### src/rtl/serial_frame_parity_ctrl_if.sv
`default_nettype none
// ============================================================================
//  Module   : serial_frame_parity_ctrl_if
//  Brief    : Bit-strobe / serial-line inputs and word-level result outputs
//             of the framed serial receive controller.
//  Revision : 1.0  initial release
// ============================================================================
interface serial_frame_parity_ctrl_if #(
    parameter int DATA_BITS = 8
);
    logic                 bit_en;
    logic                 serial_data;
    logic [DATA_BITS-1:0] data_out;
    logic                 data_valid;
    logic                 parity_err;
    logic                 frame_err;
    logic                 busy;
    logic                 parity_run;

    // Line-side driver: supplies the strobe and serial line, observes results
    modport master (
        output bit_en,
        output serial_data,
        input  data_out,
        input  data_valid,
        input  parity_err,
        input  frame_err,
        input  busy,
        input  parity_run
    );

    // Receive controller
    modport slave (
        input  bit_en,
        input  serial_data,
        output data_out,
        output data_valid,
        output parity_err,
        output frame_err,
        output busy,
        output parity_run
    );
endinterface
`default_nettype wire

### src/rtl/serial_frame_parity_ctrl.sv
`default_nettype none
// ============================================================================
//  Module   : serial_frame_parity_ctrl
//  Brief    : Receive-side controller for a framed serial line:
//             start(0), DATA_BITS data bits LSB first, parity, stop(1).
//             Deserialises the word, checks parity and stop, and presents
//             the word plus error flags with a one-cycle valid pulse.
//  Revision : 1.0  initial release
// ============================================================================
module serial_frame_parity_ctrl #(
    parameter int DATA_BITS  = 8,
    parameter bit PARITY_ODD = 1'b0
) (
    input  wire logic                    clock,
    input  wire logic                    reset_n,
    serial_frame_parity_ctrl_if.slave    bus
);

    localparam int                 CNT_W    = $clog2(DATA_BITS + 1);
    localparam logic [CNT_W-1:0]   LAST_IDX = CNT_W'(DATA_BITS - 1);

    typedef enum logic [1:0] {
        S_IDLE   = 2'd0,
        S_DATA   = 2'd1,
        S_PARITY = 2'd2,
        S_STOP   = 2'd3
    } state_t;

    state_t                state_q,      state_d;
    logic [CNT_W-1:0]      cnt_q,        cnt_d;
    logic [DATA_BITS-1:0]  shift_q,      shift_d;
    logic                  acc_q,        acc_d;
    logic                  perr_q,       perr_d;
    logic [DATA_BITS-1:0]  data_out_q,   data_out_d;
    logic                  parity_err_q, parity_err_d;
    logic                  frame_err_q,  frame_err_d;
    logic                  valid_q,      valid_d;
    // Set after a low stop bit: a line stuck low must be seen high once
    // before another start bit is accepted, so a held break does not
    // spawn a string of bogus frames.
    logic                  wait_high_q,  wait_high_d;

    // Next-state and datapath updates; nothing advances without a bit strobe
    always_comb begin
        state_d      = state_q;
        cnt_d        = cnt_q;
        shift_d      = shift_q;
        acc_d        = acc_q;
        perr_d       = perr_q;
        data_out_d   = data_out_q;
        parity_err_d = parity_err_q;
        frame_err_d  = frame_err_q;
        valid_d      = 1'b0;
        wait_high_d  = wait_high_q;

        if (bus.bit_en) begin
            case (state_q)
                S_IDLE: begin
                    if (wait_high_q) begin
                        if (bus.serial_data) begin
                            wait_high_d = 1'b0;
                        end
                    end else if (!bus.serial_data) begin
                        state_d = S_DATA;
                        cnt_d   = '0;
                        acc_d   = 1'b0;
                    end
                end
                S_DATA: begin
                    for (int i = 0; i < DATA_BITS; i++) begin
                        if (cnt_q == CNT_W'(i)) begin
                            shift_d[i] = bus.serial_data;
                        end
                    end
                    acc_d = acc_q ^ bus.serial_data;
                    cnt_d = cnt_q + CNT_W'(1);
                    if (cnt_q == LAST_IDX) begin
                        state_d = S_PARITY;
                    end
                end
                S_PARITY: begin
                    perr_d  = acc_q ^ bus.serial_data ^ PARITY_ODD;
                    state_d = S_STOP;
                end
                S_STOP: begin
                    // Errors are reported, never used to suppress the update
                    data_out_d   = shift_q;
                    parity_err_d = perr_q;
                    frame_err_d  = ~bus.serial_data;
                    valid_d      = 1'b1;
                    wait_high_d  = ~bus.serial_data;
                    state_d      = S_IDLE;
                end
                default: begin
                    state_d = S_IDLE;
                end
            endcase
        end
    end

    // State register with synchronous active-low reset; a partial frame is dropped
    always_ff @(posedge clock) begin
        if (!reset_n) begin
            state_q      <= S_IDLE;
            cnt_q        <= '0;
            shift_q      <= '0;
            acc_q        <= 1'b0;
            perr_q       <= 1'b0;
            data_out_q   <= '0;
            parity_err_q <= 1'b0;
            frame_err_q  <= 1'b0;
            valid_q      <= 1'b0;
            wait_high_q  <= 1'b0;
        end else begin
            state_q      <= state_d;
            cnt_q        <= cnt_d;
            shift_q      <= shift_d;
            acc_q        <= acc_d;
            perr_q       <= perr_d;
            data_out_q   <= data_out_d;
            parity_err_q <= parity_err_d;
            frame_err_q  <= frame_err_d;
            valid_q      <= valid_d;
            wait_high_q  <= wait_high_d;
        end
    end

    assign bus.data_out   = data_out_q;
    assign bus.data_valid = valid_q;
    assign bus.parity_err = parity_err_q;
    assign bus.frame_err  = frame_err_q;
    assign bus.busy       = (state_q != S_IDLE);
    assign bus.parity_run = acc_q;

endmodule
`default_nettype wire
### src/flat_wrapper.sv
// flat-port wrapper written by rule: the top's interface ports become plain ports
module serial_frame_parity_ctrl_flat 
#(
    parameter int DATA_BITS  = 8,
    parameter bit PARITY_ODD = 1'b0
)
  (clock, reset_n, bus_bit_en, bus_serial_data, bus_data_out, bus_data_valid, bus_parity_err, bus_frame_err, bus_busy, bus_parity_run);
  serial_frame_parity_ctrl_if #(.DATA_BITS(DATA_BITS)) bus_i ();
  input  wire logic clock;
  input  wire logic reset_n;
  input wire logic [$bits(bus_i.bit_en)-1:0] bus_bit_en;
  input wire logic [$bits(bus_i.serial_data)-1:0] bus_serial_data;
  output wire logic [$bits(bus_i.data_out)-1:0] bus_data_out;
  output wire logic [$bits(bus_i.data_valid)-1:0] bus_data_valid;
  output wire logic [$bits(bus_i.parity_err)-1:0] bus_parity_err;
  output wire logic [$bits(bus_i.frame_err)-1:0] bus_frame_err;
  output wire logic [$bits(bus_i.busy)-1:0] bus_busy;
  output wire logic [$bits(bus_i.parity_run)-1:0] bus_parity_run;
  assign bus_i.bit_en = bus_bit_en;
  assign bus_i.serial_data = bus_serial_data;
  assign bus_data_out = bus_i.data_out;
  assign bus_data_valid = bus_i.data_valid;
  assign bus_parity_err = bus_i.parity_err;
  assign bus_frame_err = bus_i.frame_err;
  assign bus_busy = bus_i.busy;
  assign bus_parity_run = bus_i.parity_run;
  serial_frame_parity_ctrl #(.DATA_BITS(DATA_BITS), .PARITY_ODD(PARITY_ODD)) u_core (.clock(clock), .reset_n(reset_n), .bus(bus_i));
endmodule
### config.mk
export PLATFORM = sky130hd
export DESIGN_NAME = serial_frame_parity_ctrl_flat
export DESIGN_NICKNAME = d
export VERILOG_FILES = /design/src/rtl/serial_frame_parity_ctrl_if.sv /design/src/rtl/serial_frame_parity_ctrl.sv /design/src/flat_wrapper.sv
export SDC_FILE = /design/constraint.sdc
export NUM_CORES = 1
export LEC_CHECK = 0
export BUFFER_PORTS_ARGS = -buffer_cell sky130_fd_sc_hd__buf_2
export CORE_AREA = 2 2 52 54
export CTS_CLUSTER_SIZE = 10
export DETAILED_ROUTE_END_ITERATION = 16
export DIE_AREA = 0 0 54 56
export PLACE_DENSITY_LB_ADDON = 0.05
export RECOVER_POWER = 50
export SLEW_MARGIN = 15
export SYNTH_ARGS = -nofsm -noshare
export SYNTH_HDL_FRONTEND = slang
export SYNTH_SLANG_ARGS = --single-unit
### constraint.sdc
create_clock -name clock -period 3.1 [get_ports clock]
set_input_delay 0.93 -clock clock [delete_from_list [all_inputs] [get_ports clock]]
set_output_delay 0.93 -clock clock [all_outputs]
set_load 0.005 [all_outputs]
Word level (Yosys, flattened, before mapping). Index checks and enable logic that the tools add are counted. Widths: inputs -> output; s select.

Register bits after elaboration: 28. Latch bits: 0. Bits in writable memories: 0. Memory bits (read-only): 0. Input bits: 4. Output and inout bits: 13. Logic and storage cells: 66. Memories kept: 0.

$add $sub $neg: 1. $mul: 0. Divide/modulo/power cells: 0. Magnitude comparators: 0. Eq/ne operators: 13. Shift operators: 0. Multiplexer cells: 14. Bitwise operators: 2. Reduce and logical (&&, ||, !) cells: 19.

Operators by type and width (count): $reduce_and 3->1 (8); $eq 4x3->1 const B (4); $eq 4x2->1 const B (2); $mux 4 (2); $pmux 2 s4 (1); $pmux 4 s2 (1); $reduce_and 2->1 (4); $reduce_and 4->1 (2); $mux 2 (3); $reduce_bool 2->1 (3); $mux 1 (5); $add 4x1->4 const B (1); $eq 2x2->1 const B (2); $eq 4x1->1 const B (1); $logic_not 4->1 (1); $ne 2x2->1 const B (2); $pmux 1 s2 (2); $eq 2x1->1 const B (1); $logic_not 2->1 (1); $ne 2x1->1 const B (1); $not 1->1 (1); $xor 1x1->1 (1).

Depth between registers and ports, before layout.
Depth after elaboration: 3. Depth in mapped cells: 6. Gate-level depth less buffers: 5.

Worst setup path after synthesis. No wires, ideal clock.

Path kind: reg2out. Start: register u_core.state_q[0]. End: output bus_busy. Arrival time: 710 ps. Required time: 2170 ps. Path slack: 1460 ps. Cell stages (with the launch flop): 4. Path buffers: 0. Cell sequence: dfxtp_1 -> inv_1 -> ha_1 -> inv_1.

Longest elaborated chain between the ends: 1.

Ends and longest elaborated chain: from (decl) (RTL line serial_frame_parity_ctrl.sv:29) `state_t state_q, state_d;`; from (signal assigned) (RTL line serial_frame_parity_ctrl.sv:115) `state_q <= state_d;`; $reduce_bool 2->1 (RTL line serial_frame_parity_ctrl.sv:132) `assign bus.busy = (state_q != S_IDLE);`; to (decl) (RTL line flat_wrapper.sv:17) `output wire logic [$bits(bus_i.busy)-1:0] bus_busy;`.

Every way passes these cells.

Final worst setup path. Same ends and word-level chain as after synthesis.

==> Implementation_results.wiki <==
{| class="wikitable"
! Metric !! Value
|-
| Outcome || complete, no violations
|-
| Commonest non-fill, non-tap cells in the layout || 28 x sky130_fd_sc_hd__dfxtp_1, 26 x sky130_fd_sc_hd__nand2_1, 22 x sky130_fd_sc_hd__a21oi_1
|-
| Sort of element at the start of the critical path || flop
|-
| Clock transition time at the flip-flop clock pins of the worst setup and hold paths || about 140 ps
|-
| Number of antenna violations at the first check in global routing || 0
|-
| Post-CTS Resized || 0
|-
| Transition time at the pin with the least slew margin || roughly 740 ps
|-
| Required time of the worst setup path || 2170 ps
|-
| Power per standard cell area || 424.4 mW/mm2
|-
| Leading cell type in the layout, fill and taps excluded || sky130_fd_sc_hd__dfxtp_1
|-
| Total track usage || 0.1698
|-
| Kind of path behind the tightest hold check || reg2reg
|-
| Starting density of the core || 0.5386
|-
| Detailed-route DRC error count || 0
|-
| Die width || 54 um
|-
| Num CTS Buffers || 3
|-
| Total power of the final layout || 597.3 uW
|-
| Overall via count from detail_route || 1093
|-
| Via/cell ratio || between 5 and 6
|-
| Vias in the first global route || 940
|-
| Post-DRT Antenna Nets || 0
|-
| Buffers inserted by post-CTS timing repair || 0
|-
| Cell Area, Synth || around 0.0013 mm2
|-
| Clk Latency, worst-skew pair || 310 ps
|-
| Switching part of the total || 0.2612
|-
| Site row count || 18
|-
| Number of clock sinks || 28
|-
| Dominant combinational cell family by area after synthesis || simple AND/OR/NAND/NOR gates
|-
| Portion of the clock cycle consumed by the worst path in the final layout || 0.6940
|-
| Maximum capacitance violations || 0
|-
| Total net switching power || about 160 uW
|-
| Number of buffers on the longest clock path || 2
|-
| Number of cells on the worst reg-to-reg path || 5
|-
| Area fraction in and, or, nand and nor cells after synthesis || 0.2225
|-
| DP Area || 0.001388 mm2
|-
| Wire length per cell after detailed routing || 11.99 um
|-
| Worst flop-to-flop path startpoint || u_core.state_q[1]$_SDFFE_PN0P_
|-
| FF+latch area || approximately 560 um2
|-
| Portion of total power attributed to sequential cells || 0.624
|-
| Summed area of non-filler cells in the final layout || 0.001408 mm2
|-
| Crit path max fanout || 4
|-
| Combinational power share || 0.138
|-
| Number of optimization iterations in the first detailed-route pass || 5
|-
| Worst r2r dst || u_core.shift_q[6]$_SDFFE_PN0P_
|-
| Net count after synthesis || between 150 and 200
|-
| Number of pins exceeding their max-slew limit in the final report || 0
|-
| Layout overhead on the synthesized area || 7.450%
|-
| Total of hold buffers inserted after clock tree synthesis || 0
|-
| Clock skew || between 2 and 3 ps
|-
| Startpoint-to-endpoint class of the critical path || reg2out
|-
| Cell chosen for the clock root || sky130_fd_sc_hd__clkbuf_4
|-
| Distinct cell type count after synthesis || 34
|-
| Internal cell power || 441.3 uW
|-
| Setup-failing EPs final || 0
|-
| Fin nets || 182
|-
| Number of fillers in the final layout || between 200 and 250
|-
| Max-slew headroom || 0.5078
|-
| CTS tree || yes
|-
| Synthesized-area fraction occupied by adder cells || 0.08596
|-
| Fmax || 464.8 MHz
|-
| Final worst path period need || approximately 2200 ps
|-
| RSZ-0062 raised after global routing || no
|-
| Worst-case register-to-register setup slack || 1460 ps
|-
| Core region area || 0.002432 mm2
|-
| Nature of the critical path endpoint || output port
|-
| Multiplexer share of the synthesized area || 0.01528
|-
| Share of cells above drive strength 1 || 0.1138
|-
| Cell depth of the worst hold path || 2
|-
| Synth warn || 0
|-
| Diode insertion count for antenna repair || 0
|-
| Leakage power summed over all cells || 0.0005430 uW
|-
| Clock H-tree levels || 1
|-
| Sequential cell area fraction in the yosys report || 0.4279
|-
| Largest vdd supply drop || approximately 360 uV
|-
| Final RePlAce weighted congestion || 0.7957
|-
| Maximum number of pins on one net before global-route repair || 26
|-
| Die boundary height || approximately 56 um
|-
| Area fraction in compound gates after synthesis || 0.1767
|-
| Violation count after the first detailed-route iteration || 19
|-
| Startpoint of the tightest hold check path || u_core.perr_q$_SDFFE_PN0P_
|-
| Fin. Hold Viols || 0
|-
| Clock group share of total power || 0.238
|-
| Gate count of the mapped netlist || 155
|-
| WHS Endpoint || u_core.bus.parity_err$_SDFFE_PN0P_
|-
| Top-level port count || 17
|-
| Area of the multi-input gates || 664.4 um2
|-
| HPWL after detailed placement || 1749 um
|-
| Seq cells post-synth || 28
|-
| Overall routed net length || 2362 um
|-
| Crit path arrival time || between 1000 and 1500 ps
|-
| Global-route wire length before repair || 3960 um
|-
| PortBufs || 16
|-
| Congestion Overflow GR || 0
|-
| Xor and xnor area share after synthesis || 0.006686
|-
| Final sum of negative setup slack || 0 ps
|-
| Die ar. || 0.003024 mm2
|-
| Synth Area per Inst || roughly 8.5 um2
|}
## through the flow
step / worst slack, ps / cells / util / hold slack (ps)
after floorplan: 1460 / 155 / - / 428.4
after global placement: 1212 / 194 / 0.5705 / 440.4
after detailed placement: 1144 / 194 / 0.5705 / 446.9
after CTS: 940.1 / 197 / 0.5797 / 465.3
after global routing: 863.0 / 197 / 0.5787 / 479.2
final: 948.5 / 197 / 0.5787 / 461.7
## worst max-delay path by stage
stage                                              start                         endpoint  slack (ps)
after floorplan           u_core.state_q[0]$_SDFFE_PN0P_                         bus_busy        1460
after global placement                        bus_bit_en  u_core.wait_high_q$_SDFFE_PN0P_        1210
after detailed placement                      bus_bit_en  u_core.wait_high_q$_SDFFE_PN0P_        1140
after CTS                 u_core.state_q[0]$_SDFFE_PN0P_                         bus_busy         940
after global routing      u_core.state_q[0]$_SDFFE_PN0P_                         bus_busy         860
final                     u_core.state_q[0]$_SDFFE_PN0P_                         bus_busy         950
## flip-flops by register name, summed over array words and instances, names as in the netlist
register               count
u_core.bus.data_out        8
u_core.bus.data_valid      1
u_core.bus.frame_err       1
u_core.bus.parity_err      1
u_core.bus.parity_run      1
u_core.cnt_q               4
u_core.perr_q              1
u_core.shift_q             8
u_core.state_q             2
u_core.wait_high_q         1
## cell families (layout without fill, tap and decap cells)
kind of cell               after synthesis  in the layout
AOI/OAI and AO/OA                       41             41
xor gates and xnor gates                 1              1
and+or+nand+nor                         55             55
muxes                                    2              2
DFF                                     28             28
buffers and inverters                   19             31
adders and majority gates                9              9
## power by group through the flow
| stage | clock network [uW] | registers [uW] | logic (uW) |
|---|---|---|---|
| after global placement | 0 | 380 | 80.9 |
| after global routing | 163 | 374 | 93.7 |
| after CTS | 147 | 373 | 83.5 |
| after floorplan | 0 | 379 | 65.6 |
| after detailed placement | 0 | 381 | 83.3 |
| final | 142 | 373 | 82.4 |
## layer usage
layer	wire length (um)	track usage	vias up
met5	0	0	-
met4	13	0.06429	0
met3	63	0.03226	2
met2	1084	0.2648	13
met1	1200	0.2270	512
li1	-	-	566
## worst max-delay path: stages (launching register included)
cell and delay, ps:
sky130_fd_sc_hd__dfxtp_1 420, sky130_fd_sc_hd__inv_1 100, sky130_fd_sc_hd__ha_1 240, sky130_fd_sc_hd__inv_1 60, sky130_fd_sc_hd__buf_2 100
## cell type report
cell class | count | area share
flip-flops and latches | 28 | 0.3982
inverters | 12 | 0.03200
repair buffers | 16 | 0.05511
well taps | 30 | 0.02667
clock buffers | 3 | 0.01600
multi-input cells | 108 | 0.4720
## cell usage after synthesis, drive strengths merged
cell / n / area (um2)
o21ai: 10 / 50.04
a21o: 1 / 7.510
nand2b: 2 / 12.51
o32ai: 1 / 8.760
ha: 9 / 112.6
inv: 12 / 45.05
a21oi: 22 / 110.1
o22ai: 1 / 6.260
buf: 5 / 32.53
nor2b: 1 / 6.260
a22oi: 2 / 15.01
o211a: 1 / 10.01
dfxtp: 28 / 560.5
a311oi: 2 / 17.52
nor2: 1 / 3.750
xnor2: 1 / 8.760
or3: 1 / 6.260
nand4bb: 2 / 22.52
and3b: 1 / 8.760
nand2: 26 / 97.59
nand3: 13 / 65.06
clkbuf: 2 / 7.510
nand4b: 1 / 8.760
and2: 1 / 6.260
nand4: 2 / 12.51
and4b: 1 / 10.01
and4bb: 1 / 12.51
a31oi: 1 / 6.260
nand3b: 2 / 18.77
mux2i: 2 / 20.02
(Power assumes the default switching activity.)
